==> config.mk <==
export PLATFORM = sky130hd
export DESIGN_NAME = seg_scan_capture
export DESIGN_NICKNAME = d
export VERILOG_FILES = /design/src/rtl/seg_scan_capture.sv
export SDC_FILE = /design/constraint.sdc
export NUM_CORES = 1
export LEC_CHECK = 0
export CELL_PAD_IN_SITES_DETAIL_PLACEMENT = 0
export CELL_PAD_IN_SITES_GLOBAL_PLACEMENT = 1
export CORE_ASPECT_RATIO = 0.9
export CORE_MARGIN = 1
export CORE_UTILIZATION = 44
export CTS_BUF_LIST = sky130_fd_sc_hd__clkbuf_4 sky130_fd_sc_hd__clkbuf_8 sky130_fd_sc_hd__clkbuf_16
export DETAILED_ROUTE_END_ITERATION = 8
export PLACE_DENSITY_LB_ADDON = 0.12
export SYNTH_ARGS = -nofsm -noshare
export SYNTH_HDL_FRONTEND = slang
export SYNTH_SLANG_ARGS = --single-unit
==> constraint.sdc <==
create_clock -name clk -period 3.31 [get_ports clk]
set_input_delay 0.331 -clock clk [delete_from_list [all_inputs] [get_ports clk]]
set_output_delay 0.331 -clock clk [all_outputs]
set_load 0.005 [all_outputs]
==> src/rtl/seg_scan_capture.sv <==
// Recovers a 4-digit frame from a multiplexed active-low seven-segment scan; SEG_HEX_EN adds A-F decode.
// Latency: frame_valid fires SETTLE_CYCLES+2 clocks after the anode edge of the last digit.
// Backpressure: none; the scan is free-running and each frame is a single-cycle strobe.
`timescale 1ns/1ps
module seg_scan_capture #(
  parameter int SETTLE_CYCLES = 4,
  parameter int CNT_W         = 8
) (
  input  logic        clk,
  input  logic        rst_n,
  input  logic [6:0]  seg_n,
  input  logic        dp_n,
  input  logic [3:0]  an_n,
  input  logic        clear_err,
  output logic [15:0] bcd_out,
  output logic [3:0]  dp_out,
  output logic        frame_valid,
  output logic        seg_err
);

  localparam logic [CNT_W-1:0] ACC_CNT = CNT_W'(SETTLE_CYCLES - 1);

  logic [11:0]      samp_q;
  logic [11:0]      prev_q;
  logic [CNT_W-1:0] cnt_q;
  logic [CNT_W-1:0] cnt_d;
  logic [3:0]       mask_q;
  logic [3:0]       mask_d;
  logic [3:0][3:0]  shadow_q;
  logic [3:0]       dp_sh_q;

  logic [3:0] an_q;
  logic       dp_q;
  logic [6:0] seg_q;
  logic       an_ok;
  logic [1:0] slot;
  logic       same;
  logic       accept;
  logic [4:0] dec;
  logic       dec_ok;
  logic [3:0] dec_code;

  // Returns {valid, code} for an active-high gfedcba pattern.
  function automatic logic [4:0] seg_decode(input logic [6:0] p);
    case (p)
      7'h3F:   return {1'b1, 4'h0};
      7'h06:   return {1'b1, 4'h1};
      7'h5B:   return {1'b1, 4'h2};
      7'h4F:   return {1'b1, 4'h3};
      7'h66:   return {1'b1, 4'h4};
      7'h6D:   return {1'b1, 4'h5};
      7'h7D:   return {1'b1, 4'h6};
      7'h07:   return {1'b1, 4'h7};
      7'h7F:   return {1'b1, 4'h8};
      7'h6F:   return {1'b1, 4'h9};
`ifdef SEG_HEX_EN
      7'h77:   return {1'b1, 4'hA};
      7'h7C:   return {1'b1, 4'hB};
      7'h39:   return {1'b1, 4'hC};
      7'h5E:   return {1'b1, 4'hD};
      7'h79:   return {1'b1, 4'hE};
      7'h71:   return {1'b1, 4'hF};
`endif
      default: return 5'b0_0000;
    endcase
  endfunction

  assign an_q  = samp_q[11:8];
  assign dp_q  = samp_q[7];
  assign seg_q = samp_q[6:0];
  assign same  = (samp_q == prev_q);

  assign dec      = seg_decode(~seg_q);
  assign dec_ok   = dec[4];
  assign dec_code = dec[3:0];

  always_comb begin
    an_ok = 1'b1;
    slot  = 2'd0;
    case (an_q)
      4'b1110: slot = 2'd0;
      4'b1101: slot = 2'd1;
      4'b1011: slot = 2'd2;
      4'b0111: slot = 2'd3;
      default: an_ok = 1'b0;
    endcase
  end

  // Counter saturates at the accept value so one dwell yields exactly one accept.
  always_comb begin
    cnt_d = cnt_q;
    if (!an_ok || !same) begin
      cnt_d = '0;
    end else if (cnt_q != ACC_CNT) begin
      cnt_d = cnt_q + CNT_W'(1);
    end
  end

  assign accept = an_ok && (cnt_d == ACC_CNT) && !(same && (cnt_q == ACC_CNT));

  // A completed frame empties the mask; an accept in that same cycle starts the next one.
  always_comb begin
    mask_d = (mask_q == 4'hF) ? 4'h0 : mask_q;
    if (accept) begin
      if (dec_ok) begin
        mask_d[slot] = 1'b1;
      end else begin
        mask_d = 4'h0;
      end
    end
  end

  always_ff @(posedge clk or negedge rst_n) begin
    if (!rst_n) begin
      samp_q <= '0;
      prev_q <= '0;
      cnt_q  <= '0;
      mask_q <= '0;
    end else begin
      samp_q <= {an_n, dp_n, seg_n};
      prev_q <= samp_q;
      cnt_q  <= cnt_d;
      mask_q <= mask_d;
    end
  end

  always_ff @(posedge clk or negedge rst_n) begin
    if (!rst_n) begin
      shadow_q <= '0;
      dp_sh_q  <= '0;
    end else if (accept && dec_ok) begin
      shadow_q[slot] <= dec_code;
      dp_sh_q[slot]  <= ~dp_q;
    end
  end

  always_ff @(posedge clk or negedge rst_n) begin
    if (!rst_n) begin
      bcd_out     <= '0;
      dp_out      <= '0;
      frame_valid <= 1'b0;
    end else begin
      frame_valid <= (mask_q == 4'hF);
      if (mask_q == 4'hF) begin
        bcd_out <= shadow_q;
        dp_out  <= dp_sh_q;
      end
    end
  end

  // A new error outranks a simultaneous clear.
  always_ff @(posedge clk or negedge rst_n) begin
    if (!rst_n) begin
      seg_err <= 1'b0;
    end else if (accept && !dec_ok) begin
      seg_err <= 1'b1;
    end else if (clear_err) begin
      seg_err <= 1'b0;
    end
  end

endmodule

; Word level (Yosys, flattened, before mapping)
; Index checks and enable logic that the tools add are counted.
[word_totals]
reg_bits = 78
in_bits = 15
out_inout_bits = 22
[classes]
n_addsub = 1
order_cmp = 2
n_eq_ne = 19
mux = 16
bitwise = 3
reduce_logical = 13
[ops]
columns = cell, n
row1 = 5-bit case mux with 10 select lines, 1
row2 = "7-bit equality test, second input constant", 7
row3 = 16-bit bitwise mux, 1
row4 = "4-bit equality test, second input constant", 4
row5 = "8-bit by 2-bit equality test with 1-bit output, second input constant", 2
row6 = 4-bit two-way mux, 4
row7 = 8-bit two-way mux, 2
row8 = "7-bit by 3-bit equality test with 1-bit output, second input constant", 2
row9 = 12-bit equality test, 1
row10 = "8-bit by 1-bit adder with 8-bit output, second input constant", 1
row11 = 4-bit demux with 2-bit select, 1
row12 = "8-bit by 2-bit != test with 1-bit output, second input constant", 1
row13 = "7-bit by 6-bit equality test with 1-bit output, second input constant", 1
row14 = 7-bit NOT, 1
row15 = 1-bit logical AND, 6
row16 = 2-bit case mux with 3 select lines, 1
row17 = 4-bit bitwise mux, 1
row18 = "4-bit by 3-bit equality test with 1-bit output, second input constant", 1
row19 = 1-bit zero test, 4
row20 = 1-bit two-way mux, 4
row21 = 4-bit OR, 1
row22 = 4-bit OR reduction, 1
row23 = "2-bit by 3-bit < comparator with 1-bit output, second input constant", 1
row24 = 1-bit demux with 2-bit select, 1
row25 = 4 further kinds, 4

; Logic depth before layout (Yosys ltp)
; Gate-level depths: netlist of the first run.
[logic_depth]
depth_word = 11
depth_mapped = 8
ltp_nobuf = 7

; Least setup slack after synthesis of the first run
; Ideal clock, no wire load.
[synth_timing]
kind = register to register
startpoint = register samp_q[11]
endpoint = register shadow_q[10] in the netlist's numbering
arrival_time_ns = 2.207
required_ns = 3.185
setup_slack_ns = 0.978
stages_incl_launch_ff = 9
cell_sequence = dfrtp_1 -> buf_6 -> xor2_2 -> o211ai_2 -> a2111o_1 -> a2111oi_4 -> buf_6 -> nand3_4 -> mux2_4
[synth_via]
elab_chain_len = 10
word_cells_on_any_way = 24
cone_classes = order compare (2) / eq/ne (6) / mux (6) / reduce/logical (10)
[synth_lines]
columns = item, line_no
row1 = "start, declared", 23  ; logic [11:0] samp_q;
row2 = "start signal, assigned", 120  ; samp_q <= {an_n, dp_n, seg_n};
row3 = "parallel branches: the longest is 10 deep, another holds 2-bit by 3-bit < comparator with 1-bit output", --
row4 = "end signal, assigned by index", 132  ; shadow_q[slot] <= dec_code;
row5 = "end, declared", 29  ; logic [3:0][3:0] shadow_q;
; Parallel ways; which one is timed is not known.
; A chain may end at the register's enable or synchronous reset.

; Worst setup path in the final report of the first run
[layout_timing]
startpoint = register samp_q[10]
endpoint = register shadow_q[14] in the netlist's numbering
; Same word-level chain as after synthesis.

==> flow_metrics.tcl, run 1 <==
set metrics [dict create \
    cts_sinks 78 \
    ys_warn_count 0 \
    cp_data_arrival_time_ns 2.68 \
    synthXorXnorAreaFrac 0.05657 \
    synth.largest_area_cell "dfrtp_1" \
    core_sq_mm 0.007076 \
    syn-cell-area_sq_mm 0.003229 \
    p_leak_uw 0.001822 \
    cp_max_fo 13 \
    synth_seq_cells 78 \
    ir_drop_mv 0.3578 \
    critPathLaunchType "register" \
    rr_endpoint "shadow_q[14]" \
    placement.io_buffers 36 \
    dieWidth_microns 92.31 \
    r2r_slack_ns 0.86 \
    status "completed" \
    synth_top_area_share 0.6044 \
    n_fill_cell 628 \
    grt_pass1_wl_microns 9949 \
    track_usage 0.1694 \
    synthArstFlopShare 1.000 \
    synth_cell_types 45 \
    slowest_delay_ns 0.55 \
    r2r_start "samp_q[10]" \
    routedWlPerCell_microns 13.31 \
    tritoncts "done" \
    synth-compound-area-share 0.06664 \
    rsz0062_at_grt "no" \
    drcViolationCount 0 \
    rows 29 \
    slew_headroom 0.3605 \
    end_kind "register" \
    drtIter0Drc 86 \
    hpwl_microns 3788 \
    synthTopCellsByCount "78 x dfrtp_1, 64 x nand2_1, 19 x nor2_1" \
    start_util 0.4564 \
    cts_resized 0 \
    fmax_mhz 408.8 \
    hold_viol 0 \
    rr_worst_depth 7 \
    fin_setup_tns_ns 0 \
    yosysSeqAreaShare 0.6044 \
    holdBufCountCts 0 \
    via_per_inst 4.952 \
    dieArea_sq_mm 0.007687 \
    skew_ns 0.01245 \
    criticalPathCategory "reg2reg" \
    synth_top_family_by_area "simple AND/OR/NAND/NOR gates" \
    first_global_vias 2007 \
    routabilityCongestion 0.8019 \
    cts-root-buf "clkbuf_8" \
    nNetsFinal 337 \
    synth_area_per_cell_sq_um 11.37 \
    hold_class "in2async" \
    worstMarginPinSlew_ns 0.9592 \
    synth_area_leaders "dfrtp_1 60%, nand2_1 7.4%, xnor2_1 4.6%, mux2_2 3.1%, nor2_1 2.2%" \
    drive_gt1_frac 0.1227 \
    insertion_delay_ns 0.35 \
    path_clk_slew_ns 0.09 \
    path_buf_inv 1 \
    die_h_microns 83.28 \
    period_minus_slack_ns 2.446 \
    firstDrtPassIters 4 \
    diodes 0 \
    slowest_stage "a2111o_1" \
    vias 2075 \
    cts_setup_buffers 0 \
    final_util 0.5526 \
    cts_buffer_depth 2 \
    powerDensity_mw_per_mm2 495.8 \
    ios 37 \
    worstPathRequired_ns 3.54 \
    slew_violations 0 \
    numCtsBuffers 9 \
    htreeDepth 3 \
    antenna_found_initial 0 \
    fin_crit_sh 0.7391 \
    synth_edf_count 0 \
    setup_viol 0 \
    ant_nets 0 \
    syn_to_final_growth_pct 21.08 \
    grt_overflow 0 \
    routed_wl_microns 5578 \
    ys.flop_type "dfrtp_1" \
    synth_mux_area_frac 0.06083 \
    syn-num-nets 300 \
    grt_max_degree 79 \
    cap_violations 0 \
    crit_family "compound AO/OA/AOI/OAI gates" \
    synth_simple_gate_area_frac 0.1798 \
    synthAdderAreaFrac 0.003874 \
    cp_cell_sequence "xor2_2 > o211ai_2 > a2111o_1 > a2111oi_4 > buf_4 > nand3_2 > mux2_2" \
    synthesis.instances 284 \
    yosysMostFrequentCell "dfrtp_1" \
]
[routing by layer]
metal  global-route usage  vias to the layer above  share of wire
met5                    0                        -              0
met4              0.05966                        0          0.016
met3              0.05769                       10          0.037
met2               0.2411                       35           0.43
met1               0.2406                     1005           0.52
li1                     -                     1025              -
[final cells by class]
type	instances	area [sq um]	share of cell area
well taps	93	116.4	0.02976
multi-input cells	187	1187	0.3037
inverters	7	26.28	0.006720
clock buffers	10	137.6	0.03520
repair buffers	38	372.9	0.09536
flip-flops and latches	78	1952	0.4992
clock inverters	6	117.6	0.03008
[state kept, by name (all words and copies together), names as in the netlist]
signal       cells
dp_out           4
cnt_q            8
samp_q          12
bcd_out         16
shadow_q        16
seg_err          1
dp_sh_q          4
frame_valid      1
prev_q          12
mask_q           4
[worst max-delay path by stage]
stage	from	cells past startpoint	slack, ns	end
after floorplan	samp_q[11]	8	0.98	shadow_q[10]
after global placement	samp_q[10]	7	0.90	shadow_q[4]
after detailed placement	samp_q[10]	7	0.83	shadow_q[4]
after CTS	samp_q[10]	7	0.84	shadow_q[14]
after global routing	samp_q[10]	7	0.70	shadow_q[14]
final	samp_q[10]	7	0.86	shadow_q[14]
[power by group]
group | switching [uW] | total [uW] | internal (uW) | leakage (uW)
clock | 355 | 883 | 528 | 0.000125
sequential | 20.4 | 987 | 967 | 0.00103
combinational | 35.6 | 69.0 | 33.4 | 0.000663
[cell usage in the layout, fill, tap and decap left out, types with 2 or more instances in the layout]
master,instances
nand2_1,64
nand3_1,7
a21o_1,4
o21ai_0,9
bufinv_16,3
and3_1,3
nand2b_1,2
nor2_1,19
or2_2,2
nor3b_1,5
nor3_1,2
inv_1,6
mux2_4,3
nand4_1,5
clkbuf_8,10
xnor2_1,17
clkdlybuf4s50_1,35
xor2_1,2
a32o_1,2
nand3_2,3
mux2i_1,5
a22oi_1,4
nor2b_1,2
mux2_2,9
buf_4,3
dfrtp_1,78
[cells by family (layout without fill, tap and decap cells)]
family | count (synthesis) | count (layout)
AO/OA/AOI/OAI | 27 | 27
buffers and inverters | 19 | 61
XOR/XNOR | 20 | 20
multiplexers | 17 | 17
adder cells (fa/ha/maj) | 1 | 1
flip-flops | 78 | 78
AND/OR/NAND/NOR | 122 | 122
[per-stage QoR]
step           power [uW]  hold WS, ns  setup slack, ns  cells  instance area, sq um
2_1_floorplan        1036      0.03541           0.9783    284                  3229
3_3_place_gp         1077       0.4522           0.9002    403                  3655
3_5_place_dp         1078       0.4567           0.8323    403                  3655
4_1_cts              1965       0.1606           0.8361    419                  3910
5_1_grt              2019       0.1959           0.6992    419                  3910
6_report             1939       0.1194           0.8637    419                  3910
No activity file was read; power rests on OpenSTA's default activity.
==> run 2: changes to the inputs <==
clock period = 2.3 ns   (was 3.31 ns; I/O delays follow)
==> run 2 against run 1 <==
Effect of this change: non-clock buffer count up 27; fmax is 10% higher; first-iteration DRC count up 15%; wire length increased by 7.6%; critical path depth did not move; highest routed layer unchanged; register-to-register slack worse by 0.78 ns.
==> flow_metrics.tcl, run 2 (synthesis gave the netlist of run 1 again) <==
set metrics [dict create \
    status "completed" \
    final_cell_mix "75 x dfrtp_1, 64 x nand2_1, 35 x clkdlybuf4s50_1" \
    hold_class "in2reg" \
    drcViolationCount 0 \
    vias 2200 \
    die_h_microns 83.28 \
    placement.io_buffers 36 \
    insertion_delay_ns 0.34 \
    routedWlPerCell_microns 13.46 \
    path_buf_inv 1 \
    via_per_inst 4.933 \
    worstPathRequired_ns 2.52 \
    critPathLaunchType "register" \
    tritoncts "done" \
    syn_to_final_growth_pct 26.89 \
    rr_worst_depth 7 \
    nNetsFinal 364 \
    hold_viol 0 \
    fmax_mhz 451.1 \
    dieArea_sq_mm 0.007687 \
    reg_top3 "bcd_out x16, shadow_q x16" \
    hpwl_microns 4170 \
    end_kind "register" \
    grt_overflow 0 \
    dieWidth_microns 92.31 \
    p_leak_uw 0.001940 \
    routed_wl_microns 6002 \
    cp_cell_sequence "xor2_2 > o211ai_2 > a2111o_1 > a2111oi_4 > buf_6 > nand3_4 > mux2_4" \
    setup_ws_ns 0.08299 \
    grt_pass1_wl_microns 10100 \
    r2r_slack_ns 0.08 \
    skew_ns 0.01104 \
    whs_path_depth 1 \
    core_sq_mm 0.007076 \
    ios 37 \
    slew_violations 0 \
    numCtsBuffers 9 \
    drive_gt1_frac 0.2068 \
    slowest_delay_ns 0.49 \
    hold_path_end "samp_q[6]" \
    dpl_worst_slack_ns -0.009118 \
    setup_viol 0 \
    htreeDepth 3 \
    worstMarginPinSlew_ns 0.6296 \
    grt_max_degree 42 \
    diodes 0 \
    start_util 0.4564 \
    cp_max_fo 8 \
    slew_headroom 0.5758 \
    fin_crit_sh 0.9639 \
    period_minus_slack_ns 2.217 \
    min_from "seg_n[6]" \
    path_clk_slew_ns 0.07 \
    track_usage 0.1701 \
    drtIter0Drc 99 \
    ant_nets 0 \
    cts-root-buf "clkbuf_8" \
    ir_drop_mv 0.4118 \
    r2r_start "samp_q[11]" \
    final_common_cell "dfrtp_1" \
    crit_start "samp_q[11]" \
    cap_violations 0 \
    rr_endpoint "shadow_q[11]" \
    cp_data_arrival_time_ns 2.43 \
    cts_sinks 78 \
    rsz0062_at_grt "yes" \
    antenna_found_initial 0 \
    rows 29 \
    fin_hold_ws_ns 0.3294 \
    powerDensity_mw_per_mm2 632.5 \
    fin_setup_tns_ns 0 \
    firstDrtPassIters 4 \
    slowest_stage "a2111o_1" \
    criticalPathCategory "reg2reg" \
    cts_buffer_depth 2 \
    routabilityCongestion 0.8118 \
    crit_family "compound AO/OA/AOI/OAI gates" \
    final_util 0.5791 \
    first_global_vias 2098 \
]
run 2: cell type report:
class,instances,area [sq um]
fillers,657,2978
flip-flops and latches,78,1956
multi-input cells,187,1209
repair buffers,65,581.8
clock buffers,11,151.4
well taps,93,116.4
clock inverters,5,57.56
inverters,7,26.28
run 2: worst max-delay path by stage:
stage	cells after the start	to
floorplan	8	shadow_q[10]
global placement	8	mask_q[2]
detailed placement	8	mask_q[1]
CTS	9	mask_q[2]
global route	7	shadow_q[3]
finish	7	shadow_q[11]
run 2: where the power goes:
group | leakage [uW] | total, uW | switching, uW | internal (uW)
Sequential | 0.00103 | 1410 | 20.6 | 1390
Combinational | 0.000811 | 135 | 66.3 | 68.5
Clock | 0.0000976 | 1040 | 485 | 559
Total | 0.00194 | 2590 | 572 | 2020
run 2: worst register-to-register path: cells and delay by family (launching register included):
kind | cells | cell delay (ns)
AO/OA/AOI/OAI | 3 | 0.80
XOR/XNOR | 1 | 0.18
buffers and inverters | 1 | 0.19
flip-flops | 1 | 0.48
multiplexers | 1 | 0.33
AND/OR/NAND/NOR | 1 | 0.12
run 2: metrics by stage:
stage / area (sq um) / total power, uW / std cells
3_5_place_dp: 3820 / 1568 / 425
2_1_floorplan: 3229 / 1492 / 284
3_3_place_gp: 3820 / 1567 / 425
4_1_cts: 4041 / 2624 / 442
6_report: 4098 / 2592 / 446
5_1_grt: 4098 / 2716 / 446
run 2: timing repair:
action                                  4_1_cts  5_1_grt
hold endpoints to repair                     39        0
buffers inserted                              0        4
hold buffers                                  1        0
resized for setup                             2        7
endpoints found under the setup margin        4       24
gates cloned                                  0        0
pin swaps                                     0        4
run 2: layer usage:
layer / track usage / up-vias / share of wire
met1: 0.2404 / 1072 / 0.49
met4: 0.04261 / 0 / 0.0060
li1: - / 1083 / -
met3: 0.05495 / 2 / 0.032
met2: 0.2539 / 43 / 0.48
met5: 0 / - / 0
